$ cat src/rtl/mem_access_unit.sv
// Data-memory access unit for the MEM stage: validates loads/stores, drives a
// single-request bus handshake with timeout, and sign/zero-extends load data.
module mem_access_unit #(
   parameter int unsigned TIMEOUT_CYCLES = 255
) (
   input  logic        clk,
   input  logic        reset,
   input  logic        EX_MEM_memread,
   input  logic        EX_MEM_memwrite,
   input  logic [2:0]  EX_MEM_funct3,
   input  logic [31:0] EX_MEM_ALU_result,
   input  logic [31:0] EX_MEM_rs2_data,
   output logic        dmem_req,
   output logic        dmem_we,
   output logic [31:0] dmem_addr,
   output logic [31:0] dmem_wdata,
   output logic [3:0]  dmem_wstrb,
   input  logic        dmem_ack,
   input  logic [31:0] dmem_rdata,
   output logic [31:0] data_mem_read_data,
   output logic        mem_stall,
   output logic        mem_fault
);

   typedef enum logic [1:0] {
      IDLE = 2'd0,
      REQ  = 2'd1,
      DONE = 2'd2
   } state_t;

   localparam logic [7:0] TIMEOUT_LAST = 8'(TIMEOUT_CYCLES - 1);

   state_t      state_r;
   logic [7:0]  count_r;
   logic [2:0]  funct3_r;
   logic [1:0]  lane_r;
   logic        fault_r;
   logic        access_s;
   logic        legal_s;
   logic        aligned_s;
   logic        valid_s;
   logic        invalid_s;

   function automatic logic [3:0] store_strb(input logic [2:0] f3, input logic [1:0] lane);
      logic [3:0] strb;
      case (f3[1:0])
         2'b00:   strb = 4'b0001 << lane;
         2'b01:   strb = 4'b0011 << {lane[1], 1'b0};
         2'b10:   strb = 4'b1111;
         default: strb = 4'b0000;
      endcase
      return strb;
   endfunction

   function automatic logic [31:0] store_data(input logic [2:0] f3, input logic [1:0] lane,
                                              input logic [31:0] data);
      logic [31:0] shifted;
      case (f3[1:0])
         2'b00:   shifted = data << {lane, 3'b000};
         2'b01:   shifted = data << {lane[1], 4'b0000};
         default: shifted = data;
      endcase
      return shifted;
   endfunction

   function automatic logic [31:0] load_extend(input logic [2:0] f3, input logic [1:0] lane,
                                               input logic [31:0] word);
      logic [31:0] byte_w;
      logic [31:0] half_w;
      logic [31:0] result;
      byte_w = word >> {lane, 3'b000};
      half_w = word >> {lane[1], 4'b0000};
      case (f3)
         3'b000:  result = {{24{byte_w[7]}}, byte_w[7:0]};
         3'b100:  result = {24'd0, byte_w[7:0]};
         3'b001:  result = {{16{half_w[15]}}, half_w[15:0]};
         3'b101:  result = {16'd0, half_w[15:0]};
         3'b010:  result = word;
         default: result = 32'd0;
      endcase
      return result;
   endfunction

   // Decode the MEM-stage request: direction, funct3 legality and alignment.
   always_comb begin
      access_s = EX_MEM_memread | EX_MEM_memwrite;
      case (EX_MEM_funct3)
         3'b000, 3'b001, 3'b010: legal_s = 1'b1;
         3'b100, 3'b101:         legal_s = EX_MEM_memread & ~EX_MEM_memwrite;
         default:                legal_s = 1'b0;
      endcase
      case (EX_MEM_funct3[1:0])
         2'b01:   aligned_s = ~EX_MEM_ALU_result[0];
         2'b10:   aligned_s = (EX_MEM_ALU_result[1:0] == 2'b00);
         default: aligned_s = 1'b1;
      endcase
      valid_s   = (EX_MEM_memread ^ EX_MEM_memwrite) & legal_s & aligned_s;
      invalid_s = access_s & ~valid_s;
   end

   // Stall and fault must react in the IDLE cycle itself so the pipeline freezes
   // (or flags the bad access) while the instruction is still in MEM.
   assign mem_stall = ~reset & (((state_r == IDLE) & valid_s) | (state_r == REQ));
   assign mem_fault = ~reset & (((state_r == IDLE) & invalid_s) | fault_r);

   // Access sequencer: latches the request, runs the bus handshake and timeout.
   always_ff @(posedge clk or posedge reset) begin
      if (reset) begin
         state_r            <= IDLE;
         count_r            <= 8'd0;
         funct3_r           <= 3'd0;
         lane_r             <= 2'd0;
         fault_r            <= 1'b0;
         dmem_req           <= 1'b0;
         dmem_we            <= 1'b0;
         dmem_addr          <= 32'd0;
         dmem_wdata         <= 32'd0;
         dmem_wstrb         <= 4'd0;
         data_mem_read_data <= 32'd0;
      end else begin
         fault_r <= 1'b0;
         case (state_r)
            IDLE: begin
               count_r <= 8'd0;
               if (valid_s) begin
                  dmem_req   <= 1'b1;
                  dmem_we    <= EX_MEM_memwrite;
                  dmem_addr  <= {EX_MEM_ALU_result[31:2], 2'b00};
                  dmem_wdata <= EX_MEM_memwrite ?
                                store_data(EX_MEM_funct3, EX_MEM_ALU_result[1:0], EX_MEM_rs2_data) :
                                32'd0;
                  dmem_wstrb <= EX_MEM_memwrite ?
                                store_strb(EX_MEM_funct3, EX_MEM_ALU_result[1:0]) : 4'd0;
                  funct3_r   <= EX_MEM_funct3;
                  lane_r     <= EX_MEM_ALU_result[1:0];
                  state_r    <= REQ;
               end else if (invalid_s) begin
                  data_mem_read_data <= 32'd0;
               end
            end
            REQ: begin
               if (dmem_ack || (count_r == TIMEOUT_LAST)) begin
                  dmem_req   <= 1'b0;
                  dmem_we    <= 1'b0;
                  dmem_addr  <= 32'd0;
                  dmem_wdata <= 32'd0;
                  dmem_wstrb <= 4'd0;
                  state_r    <= DONE;
                  // An ack arriving on the final counted cycle still wins over the timeout.
                  if (dmem_ack) begin
                     if (!dmem_we) begin
                        data_mem_read_data <= load_extend(funct3_r, lane_r, dmem_rdata);
                     end
                  end else begin
                     fault_r            <= 1'b1;
                     data_mem_read_data <= 32'd0;
                  end
               end else begin
                  count_r <= count_r + 8'd1;
               end
            end
            DONE: begin
               state_r <= IDLE;
            end
            default: begin
               state_r <= IDLE;
            end
         endcase
      end
   end

endmodule

$ cat config.mk
export PLATFORM = sky130hd
export DESIGN_NAME = mem_access_unit
export DESIGN_NICKNAME = d
export VERILOG_FILES = /design/src/rtl/mem_access_unit.sv
export SDC_FILE = /design/constraint.sdc
export NUM_CORES = 1
export LEC_CHECK = 0
export BUFFER_PORTS_ARGS = -buffer_cell sky130_fd_sc_hd__buf_2
export CAP_MARGIN = 25
export CORE_MARGIN = 2
export CORE_UTILIZATION = 55
export DETAILED_ROUTE_END_ITERATION = 8
export PLACE_DENSITY = 0.86
export REMOVE_ABC_BUFFERS = 1
export SETUP_SLACK_MARGIN = 0.4
export SKIP_CTS_REPAIR_TIMING = 1
export SYNTH_ARGS = -nofsm -noshare
export SYNTH_HDL_FRONTEND = slang
export SYNTH_SLANG_ARGS = --single-unit
$ cat constraint.sdc
create_clock -name clk -period 5.3 [get_ports clk]
set_input_delay 0.795 -clock clk [delete_from_list [all_inputs] [get_ports clk]]
set_output_delay 0.795 -clock clk [all_outputs]
set_load 0.01 [all_outputs]
==> flow_metrics.env, run 1 <==
export IMPL_port_buffers=205
export IMPL_yosys_warnings=0
export IMPL_cts_tree="yes"
export IMPL_synth_compound_area_share_pct=19.1
export IMPL_cellLeakagePower_uw=0.00404
export IMPL_grt_max_degree=71
export IMPL_rsz0062_at_grt="false"
export IMPL_ios=208
export IMPL_coreArea_um2=10900
export IMPL_wire_per_inst_um=19.8
export IMPL_ant_nets=0
export IMPL_dieWidth_um=110
export IMPL_multiInputGateArea_um2=3000
export IMPL_timing_fmax_mhz=263
export IMPL_grt_pass1_vias=5940
export IMPL_yosys_area_share_adder_pct=1.63
export IMPL_drive_gt1_share_pct=35.4
export IMPL_syn_area_per_cell_um2=9.83
export IMPL_viasPerCell=6.36
export IMPL_synth_seq_area_share_pct=47.2
export IMPL_diodes=0
export IMPL_clock_path_buffers=2
export IMPL_period_minus_slack_ps=3800
export IMPL_syn_area_um2=6160
export IMPL_path_clk_slew_ps=50
export IMPL_final_cell_mix="205 x buf_2, 116 x dfrtp_1, 113 x nand2_1"
export IMPL_drt_pass1_iterations=9
export IMPL_critPathSlowestCell="a2111oi_4"
export IMPL_start_util_pct=56.5
export IMPL_finalHoldViolCount=0
export IMPL_nets=923
export IMPL_cpLargestDelayFamily="compound AO/OA/AOI/OAI gates"
export IMPL_layout_commonest_cell="buf_2"
export IMPL_yosys_area_share_simple_pct=16.3
export IMPL_wirelength_mm=19.0
export IMPL_design_area_um2=7740
export IMPL_violations="DRC"
export IMPL_fin_skew_ps=12.9
export IMPL_clock_latency_ps=530
export IMPL_status="complete, but fails checks"
export IMPL_placementRows=38
export IMPL_cp_buffers_inverters=3
export IMPL_placed_area_um2=7220
export IMPL_maxSlewViolCount=0
export IMPL_finalSetupTns_ps=0
export IMPL_grt_usage_pct=32.2
export IMPL_drv_cap=0
export IMPL_timing_final_crit_share_pct=71.6
export IMPL_crit_type="input pin to output pin"
export IMPL_synth_cell_types=53
export IMPL_root_buffer="clkbuf_8"
export IMPL_cp_data_arrival_time_ps=3000
export IMPL_p_per_area_nw_per_um2=417
export IMPL_grt_pass1_wl_mm=29.6
export IMPL_synth_top_area_share_pct=47.2
export IMPL_synthFlopType="dfrtp_1"
export IMPL_dieArea_um2=12100
export IMPL_synth_top_family_by_area="compound AO/OA/AOI/OAI gates"
export IMPL_stdcell_count=962
export IMPL_drc=1
export IMPL_critPathLaunchType="input pin"
export IMPL_min_path_type="flip-flop to flip-flop"
export IMPL_yosysTopAreaCell="dfrtp_1"
export IMPL_gp_congestion=0.891
export IMPL_dr_total_vias=6117
export IMPL_setup_viol=0
export IMPL_cts_sinks=116
export IMPL_synth_area_top_cells="dfrtp_1 47%, mux2_4 7.3%, nand2_1 6.9%"
export IMPL_area_growth_pct=25.7
export IMPL_yosys_area_share_xor_xnor_pct=0.427
export IMPL_final_seq_area_um2=2900
export IMPL_die_h_um=110
export IMPL_crit_chain="buf_2 -> inv_1 -> ha_1 -> nor2b_1 -> a32o_1 -> a2111oi_4 -> nor2_1 -> nor2_1 -> buf_2"
export IMPL_worstSetupEndpointType="output pin"
export IMPL_placedCellCount=932
export IMPL_gr_total_overflow=0
export IMPL_dp_final_hpwl_mm=12.6
export IMPL_whs_ps=460
export IMPL_synth_edf_count=0
export IMPL_antenna_found_initial=0
export IMPL_worstMarginPinSlew_ps=900
export IMPL_h_tree_depth=4
export IMPL_vdd_drop_max_mv=0.304
export IMPL_critPathMaxFanout=25
export IMPL_max_stage_delay_ps=500
export IMPL_synth_cells=626
export IMPL_relSlewSlack_pct=40.0
export IMPL_synth_mux_area_share_pct=10.7
export IMPL_async_reset_ff_share_pct=100
export IMPL_ys_ff_latch=116
export IMPL_cts_buffers=17
export IMPL_first_iter_violations=742
export IMPL_fillers=816
export IMPL_worstPathRequired_ps=4510
==> kinds of logic (layout without fill, tap and decap cells) <==
group                      Yosys count  in the layout
and+or+nand+nor                    223            223
AOI/OAI and AO/OA                  162            162
DFF                                116            116
buffers and inverters               64            259
muxes                               49             49
adders and majority gates            8              8
xor gates and xnor gates             3              3
other                                1              2
==> final timing paths <==
path / startpoint / to / slack (ps) / cells after the start
worst max-delay path: EX_MEM_memwrite / mem_fault / 1500 / 9
worst min-delay path: dmem_addr[7] / dmem_addr[7] / 460 / 2
worst max register to register: funct3_r[1] / data_mem_read_data[26] / 2510 / 5
worst min register to register: dmem_addr[7] / dmem_addr[7] / 460 / 2
max in group asynchronous: reset / dmem_addr[7] / 3670 / 3
min in group asynchronous: reset / lane_r[0] / 510 / 2
==> report_power, final <==
| part | switching (uW) | total [uW] | internal [uW] | leakage, uW |
|---|---|---|---|---|
| Sequential | 165 | 1230 | 1070 | 0.00156 |
| Clock | 381 | 1020 | 636 | 0.000258 |
| Combinational | 580 | 982 | 402 | 0.00222 |
| Total | 1130 | 3230 | 2100 | 0.00404 |
==> worst min-delay path, cell delays in order (launching register included) <==
cell and delay, ps:
dfrtp_1 330, nand2_1 50, nand2_1 50
==> per-layer routing <==
layer	wire (um)	track usage (%)
met3	2220	12.7
met4	721	17.7
met5	0	0
met1	6970	38.6
met2	9110	49.5
==> area by class of cell <==
| cell class | instances | share of cell area (%) |
|---|---|---|
| inverter | 17 | 0.857 |
| clock buffer | 24 | 5.95 |
| timing repair buffer | 212 | 13.9 |
| tap | 140 | 2.26 |
| clock inverter | 6 | 0.711 |
| multi-input combinational | 447 | 38.8 |
| sequential | 116 | 37.5 |
==> registers in the layout, summed over array words and instances, names as in the netlist <==
| signal | flops |
|---|---|
| count_r | 8 |
| data_mem_read_data | 32 |
| dmem_addr | 30 |
| dmem_req | 1 |
| dmem_wdata | 32 |
| dmem_we | 1 |
| dmem_wstrb | 4 |
| fault_r | 1 |
| funct3_r | 3 |
| lane_r | 2 |
| state_r | 2 |
==> synth_stat cells (5+ instances only) <==
cell and instances:
dfrtp_1 116, nand2_1 113, a21oi_1 39, nand3_1 36
o21ai_0 31, mux2_4 30, nor2_1 28, clkbuf_1 27
a32o_1 25, inv_1 17, mux2_2 15, buf_2 10
nand2b_1 10, nor3_1 10, a221o_1 9, ha_1 8
nor2b_1 8, o2111ai_1 8, o22ai_1 8, a222oi_1 7
a22oi_1 7, a2bb2oi_1 6, a31oi_1 6, buf_1 5
==> stage by stage <==
step	setup slack, ps	power [uW]	util (%)
4_1_cts	1560	3220	71.1
5_1_grt	1400	3390	71.1
2_1_floorplan	427	1790	-
6_report	1500	3230	71.1
3_3_place_gp	1600	2140	66.3
3_5_place_dp	1610	2190	66.3
Note: power is estimated with default switching activity, not from simulation.
==> run 2: changes to the inputs <==
CORE_UTILIZATION = 51   (was 55)
PLACE_DENSITY = 0.81   (was 0.86)
clock period = 3.8 ns   (was 5.3 ns; I/O delays follow)
==> flow_metrics.env, run 2 (synthesized netlist as in run 1, its figures left out) <==
export IMPL_dr_max_layer_used="met4"
export IMPL_die_h_um=114
export IMPL_wl_met1_mm=7.14
export IMPL_wirelength_mm=17.8
export IMPL_rsz0062_at_grt="false"
export IMPL_power_switching_uw=1530
export IMPL_viasPerCell=6.02
export IMPL_placementRows=40
export IMPL_dieArea_um2=13000
export IMPL_grt_pass1_vias=5685
export IMPL_cpLargestDelayFamily="compound AO/OA/AOI/OAI gates"
export IMPL_design_area_um2=7790
export IMPL_timing_final_crit_share_pct=80.4
export IMPL_diodes=0
export IMPL_final_cell_mix="205 x buf_2, 116 x dfrtp_1, 113 x nand2_1"
export IMPL_nets=928
export IMPL_crit_chain="buf_2 -> inv_1 -> ha_1 -> nor2b_1 -> a32o_1 -> a2111oi_4 -> nor2_1 -> nor2_1 -> buf_2"
export IMPL_seqPwrFrac_pct=38.3
export IMPL_drv_cap=0
export IMPL_worstMarginPinSlew_ps=858
export IMPL_ant_nets=0
export IMPL_post_place_ws_ps=794
export IMPL_wl_met3_mm=1.86
export IMPL_grt_max_degree=68
export IMPL_cts_sinks=116
export IMPL_p_int_uw=2920
export IMPL_ios=208
export IMPL_timing_fmax_mhz=327
export IMPL_drc=0
export IMPL_critPathMaxFanout=6
export IMPL_cts_tree="yes"
export IMPL_vdd_drop_max_mv=0.386
export IMPL_final_seq_area_um2=2900
export IMPL_clock_path_buffers=2
export IMPL_drive_gt1_share_pct=36.0
export IMPL_r2r_setup_slack_ps=1110
export IMPL_fillers=979
export IMPL_gp_congestion=0.887
export IMPL_setup_viol=0
export IMPL_worstSetupEndpointType="output pin"
export IMPL_antenna_found_initial=0
export IMPL_drt_pass1_iterations=5
export IMPL_placed_area_um2=7280
export IMPL_critPathLaunchType="input pin"
export IMPL_stdcell_count=972
export IMPL_h_tree_depth=4
export IMPL_dieWidth_um=114
export IMPL_placedCellCount=944
export IMPL_area_growth_pct=26.5
export IMPL_relSlewSlack_pct=42.8
export IMPL_worstPathRequired_ps=3230
export IMPL_dr_total_vias=5852
export IMPL_p_per_area_nw_per_um2=571
export IMPL_multiInputGateArea_um2=3000
export IMPL_clock_latency_ps=410
export IMPL_maxSlewViolCount=0
export IMPL_reg2reg_to="data_mem_read_data[18]"
export IMPL_first_iter_violations=623
export IMPL_layout_commonest_cell="buf_2"
export IMPL_root_buffer="clkbuf_16"
export IMPL_rr_worst_depth=5
export IMPL_finalHoldViolCount=0
export IMPL_worstReg2RegStart="funct3_r[1]"
export IMPL_dp_final_hpwl_mm=12.5
export IMPL_start_util_pct=51.7
export IMPL_wire_per_inst_um=18.3
export IMPL_fin_util_pct=65.4
export IMPL_fin_skew_ps=5.36
export IMPL_gr_total_overflow=0
export IMPL_cts_buffers=17
export IMPL_layout_setup_ws_ps=743
export IMPL_grt_pass1_wl_mm=28.2
export IMPL_met2_length_mm=8.44
export IMPL_pwr_share_clk_pct=31.3
export IMPL_crit_type="input pin to output pin"
export IMPL_critPathSlowestCell="a2111oi_4"
export IMPL_grt_usage_pct=27.7
export IMPL_port_buffers=205
export IMPL_switching_share_pct=34.4
export IMPL_cp_data_arrival_time_ps=2490
export IMPL_cp_buffers_inverters=3
export IMPL_status="complete, no violations"
export IMPL_reg_top3="data_mem_read_data (32), dmem_wdata (32), dmem_addr (30)"
export IMPL_coreArea_um2=11900
export IMPL_whs_ps=316
export IMPL_p_comb_share_pct=30.4
export IMPL_path_clk_slew_ps=50
export IMPL_cellLeakagePower_uw=0.00407
export IMPL_max_stage_delay_ps=470
export IMPL_period_minus_slack_ps=3060
export IMPL_min_path_type="input pin to asynchronous set/reset pin"
-- run 2: changes by cell type in the layout (fill, tap and decap cells not counted) --
| cell | previous run | this run |
|---|---|---|
| buf_12 | 0 | 1 |
| clkbuf_1 | 5 | 2 |
| buf_4 | 7 | 11 |
| clkinvlp_4 | 0 | 1 |
| bufinv_16 | 1 | 0 |
| clkbuf_16 | 16 | 17 |
-- run 2: worst max path at each step --
stage	from	endpoint	cells past startpoint	slack, ps
floorplan	EX_MEM_funct3[1]	dmem_wdata[30]	5	-850
global placement	EX_MEM_memwrite	mem_fault	9	830
detailed placement	EX_MEM_memwrite	mem_fault	9	790
CTS	EX_MEM_memwrite	mem_fault	9	800
global route	EX_MEM_memwrite	mem_fault	9	610
finish	EX_MEM_memwrite	mem_fault	9	740
-- run 2: worst register-to-register path, cell delays in order, from the launching register on --
cell,delay (ps)
dfrtp_1,680
nor2b_1,740
nand2_1,100
a2111o_1,680
a21oi_1,250
mux2_4,170
-- run 2: metal layers --
| metal | up-vias | track usage (%) |
|---|---|---|
| met5 | - | 0 |
| met4 | 0 | 10.7 |
| met3 | 31 | 7.81 |
| met2 | 351 | 44.7 |
| met1 | 2808 | 35.6 |
| li1 | 2662 | - |
-- run 2: power by group through the flow --
| stage | Combinational [uW] | Clock [uW] | Sequential, uW |
|---|---|---|---|
| final | 1350 | 1390 | 1700 |
| after global routing | 1480 | 1460 | 1740 |
| after detailed placement | 1340 | 0 | 1720 |
| after global placement | 1300 | 0 | 1700 |
| after CTS | 1350 | 1410 | 1700 |
| after floorplan | 708 | 0 | 1790 |
-- run 2: layout make-up --
type / instances / area share (%)
multi-input combinational: 447 / 38.5
sequential: 116 / 37.3
timing repair buffer: 217 / 14.5
clock buffer: 22 / 6.09
tap: 147 / 2.36
inverter: 17 / 0.851
clock inverter: 6 / 0.418
-- run 2: per-stage QoR --
step,power [uW],setup TNS (ps)
after floorplan,2490,-57980
after global placement,3000,0
after detailed placement,3050,0
after CTS,4450,0
after global routing,4680,0
final,4450,0
==> run 3: changes to the inputs <==
ABC_AREA = 1   (was not set)
PLACE_DENSITY = 0.8   (was 0.81)
clock period = 2.91 ns   (was 3.8 ns; I/O delays follow)
==> flow_metrics.env, run 3 <==
export IMPL_worstReg2RegStart="lane_r[1]"
export IMPL_ys_ff_latch=116
export IMPL_whs_ps=193
export IMPL_synthFlopType="dfrtp_1"
export IMPL_fillers=1073
export IMPL_area_growth_pct=25.2
export IMPL_syn_area_per_cell_um2=7.73
export IMPL_port_buffers=205
export IMPL_final_cell_mix="311 x nand2_1, 205 x buf_2, 116 x dfrtp_1"
export IMPL_crit_start="state_r[1]"
export IMPL_synthTopCellsByCount="311 x nand2_1, 116 x dfrtp_1, 65 x o21ai_0"
export IMPL_cellLeakagePower_uw=0.00441
export IMPL_gr_total_overflow=0
export IMPL_finalHoldViolCount=0
export IMPL_rr_worst_depth=9
export IMPL_grt_pass1_wl_mm=26.6
export IMPL_critPathLaunchType="flip-flop"
export IMPL_p_per_area_nw_per_um2=755
export IMPL_path_clk_slew_ps=50
export IMPL_timing_final_crit_share_pct=74.0
export IMPL_drive_gt1_share_pct=31.7
export IMPL_yosys_warnings=0
export IMPL_critPathMaxFanout=4
export IMPL_nets=1132
export IMPL_setup_viol=0
export IMPL_syn_area_um2=6410
export IMPL_antenna_found_initial=1
export IMPL_synth_area_top_cells="dfrtp_1 45%, nand2_1 18%, o21ai_2 5.6%"
export IMPL_cts_tree="yes"
export IMPL_first_iter_violations=562
export IMPL_min_path_type="input pin to asynchronous set/reset pin"
export IMPL_worstPathRequired_ps=2470
export IMPL_cts_sinks=116
export IMPL_synth_edf_count=0
export IMPL_placementRows=40
export IMPL_dieWidth_um=116
export IMPL_crit_type="flip-flop to output pin"
export IMPL_timing_fmax_mhz=464
export IMPL_grt_max_degree=117
export IMPL_synth_cells=829
export IMPL_rsz0062_at_grt="false"
export IMPL_async_reset_ff_share_pct=100
export IMPL_dieArea_um2=13500
export IMPL_die_h_um=116
export IMPL_cts_buffers=17
export IMPL_reg_top3="data_mem_read_data (32), dmem_wdata (32), dmem_addr (30)"
export IMPL_h_tree_depth=4
export IMPL_ant_nets=0
export IMPL_layout_commonest_cell="nand2_1"
export IMPL_start_util_pct=52.7
export IMPL_finalSetupTns_ps=0
export IMPL_dr_total_vias=6063
export IMPL_synth_cell_types=35
export IMPL_coreArea_um2=12200
export IMPL_wire_per_inst_um=13.8
export IMPL_clock_latency_ps=410
export IMPL_cp_data_arrival_time_ps=1720
export IMPL_drv_cap=0
export IMPL_synth_most_common_cell="nand2_1"
export IMPL_relSlewSlack_pct=45.7
export IMPL_vdd_drop_max_mv=0.399
export IMPL_yosysTopAreaCell="dfrtp_1"
export IMPL_drt_pass1_iterations=5
export IMPL_ios=208
export IMPL_wirelength_mm=16.5
export IMPL_worstMarginPinSlew_ps=809
export IMPL_synth_top_area_share_pct=45.3
export IMPL_status="complete, no violations"
export IMPL_fin_skew_ps=8.02
export IMPL_clock_path_buffers=2
export IMPL_drc=0
export IMPL_dp_final_hpwl_mm=11.6
export IMPL_viasPerCell=5.06
export IMPL_root_buffer="clkbuf_16"
export IMPL_period_minus_slack_ps=2150
export IMPL_grt_pass1_vias=5564
export IMPL_synth_seq_area_share_pct=45.3
export IMPL_grt_usage_pct=25.3
export IMPL_worstSetupEndpointType="output pin"
export IMPL_gp_congestion=0.887
export IMPL_maxSlewViolCount=0
run 3: cell count changes in the layout (fill, tap and decap cells not counted), sizes merged, moves of 7 or more:
cell,delta
a222oi,-7
a221o,-9
o2111ai,-8
nor2b,-8
inv,+32
a21oi,-33
a32o,-25
o22ai,+8
o21ai,+89
nor2,+43
nand2b,-10
nor3,-7
mux2,-45
nand2,+222
run 3: metrics by stage:
stage	instance area [um^2]	cells	util, %	worst slack [ps]	power (uW)
final	8030	1199	66.0	757	6060
after global routing	8030	1199	66.0	520	6490
after CTS	8020	1198	66.0	751	6100
after detailed placement	7470	1169	61.4	576	4130
after global placement	7470	1169	61.4	656	4090
after floorplan	6130	787	-	-730	3390
run 3: cells by family after synthesis:
logic type               synth area share, %
adder cells (fa/ha/maj)                 1.56
AO/OA/AOI/OAI                           16.0
XOR/XNOR                               0.273
flip-flops                              45.3
other                                 0.0585
AND/OR/NAND/NOR                         29.4
buffers and inverters                   7.42
run 3: path summary, 6_finish.rpt:
kind | to | slack, ps
min reg2reg | data_mem_read_data[31] | 470
max reg2reg | data_mem_read_data[13] | 770
min in group clk | fault_r | 210
max | mem_fault | 760
max in group asynchronous | dmem_addr[6] | 2220
min | state_r[1] | 190
run 3: final cells by class:
type	count	area (um^2)	area share [%]
well taps	168	210	2.62
diodes	1	2.50	0.0312
flip-flops and latches	116	2900	36.2
clock buffers	24	502	6.25
repair buffers	214	1130	14.1
inverters	50	190	2.37
multi-input cells	621	3040	37.8
clock inverters	5	50.0	0.624
run 3: per-layer routing:
metal | global-route usage (%) | routed length (um) | up-vias | part of all wire [%]
met2 | 39.4 | 7600 | 218 | 46
li1 | - | - | 3054 | -
met3 | 5.19 | 1020 | 28 | 6.2
met5 | 0 | 0 | - | 0
met1 | 34.5 | 7550 | 2763 | 46
met4 | 10.9 | 371 | 0 | 2.2
run 3: critical path, stage by stage (launching register included):
cell	delay [ps]
dfrtp_1	380
nor2_1	350
inv_1	160
nor2_1	160
o21a_1	120
buf_2	120
run 3: report_power, final:
part	internal (uW)	switching (uW)	total, uW
Combinational	712	1200	1910
Clock	1260	688	1950
Sequential	1960	235	2190
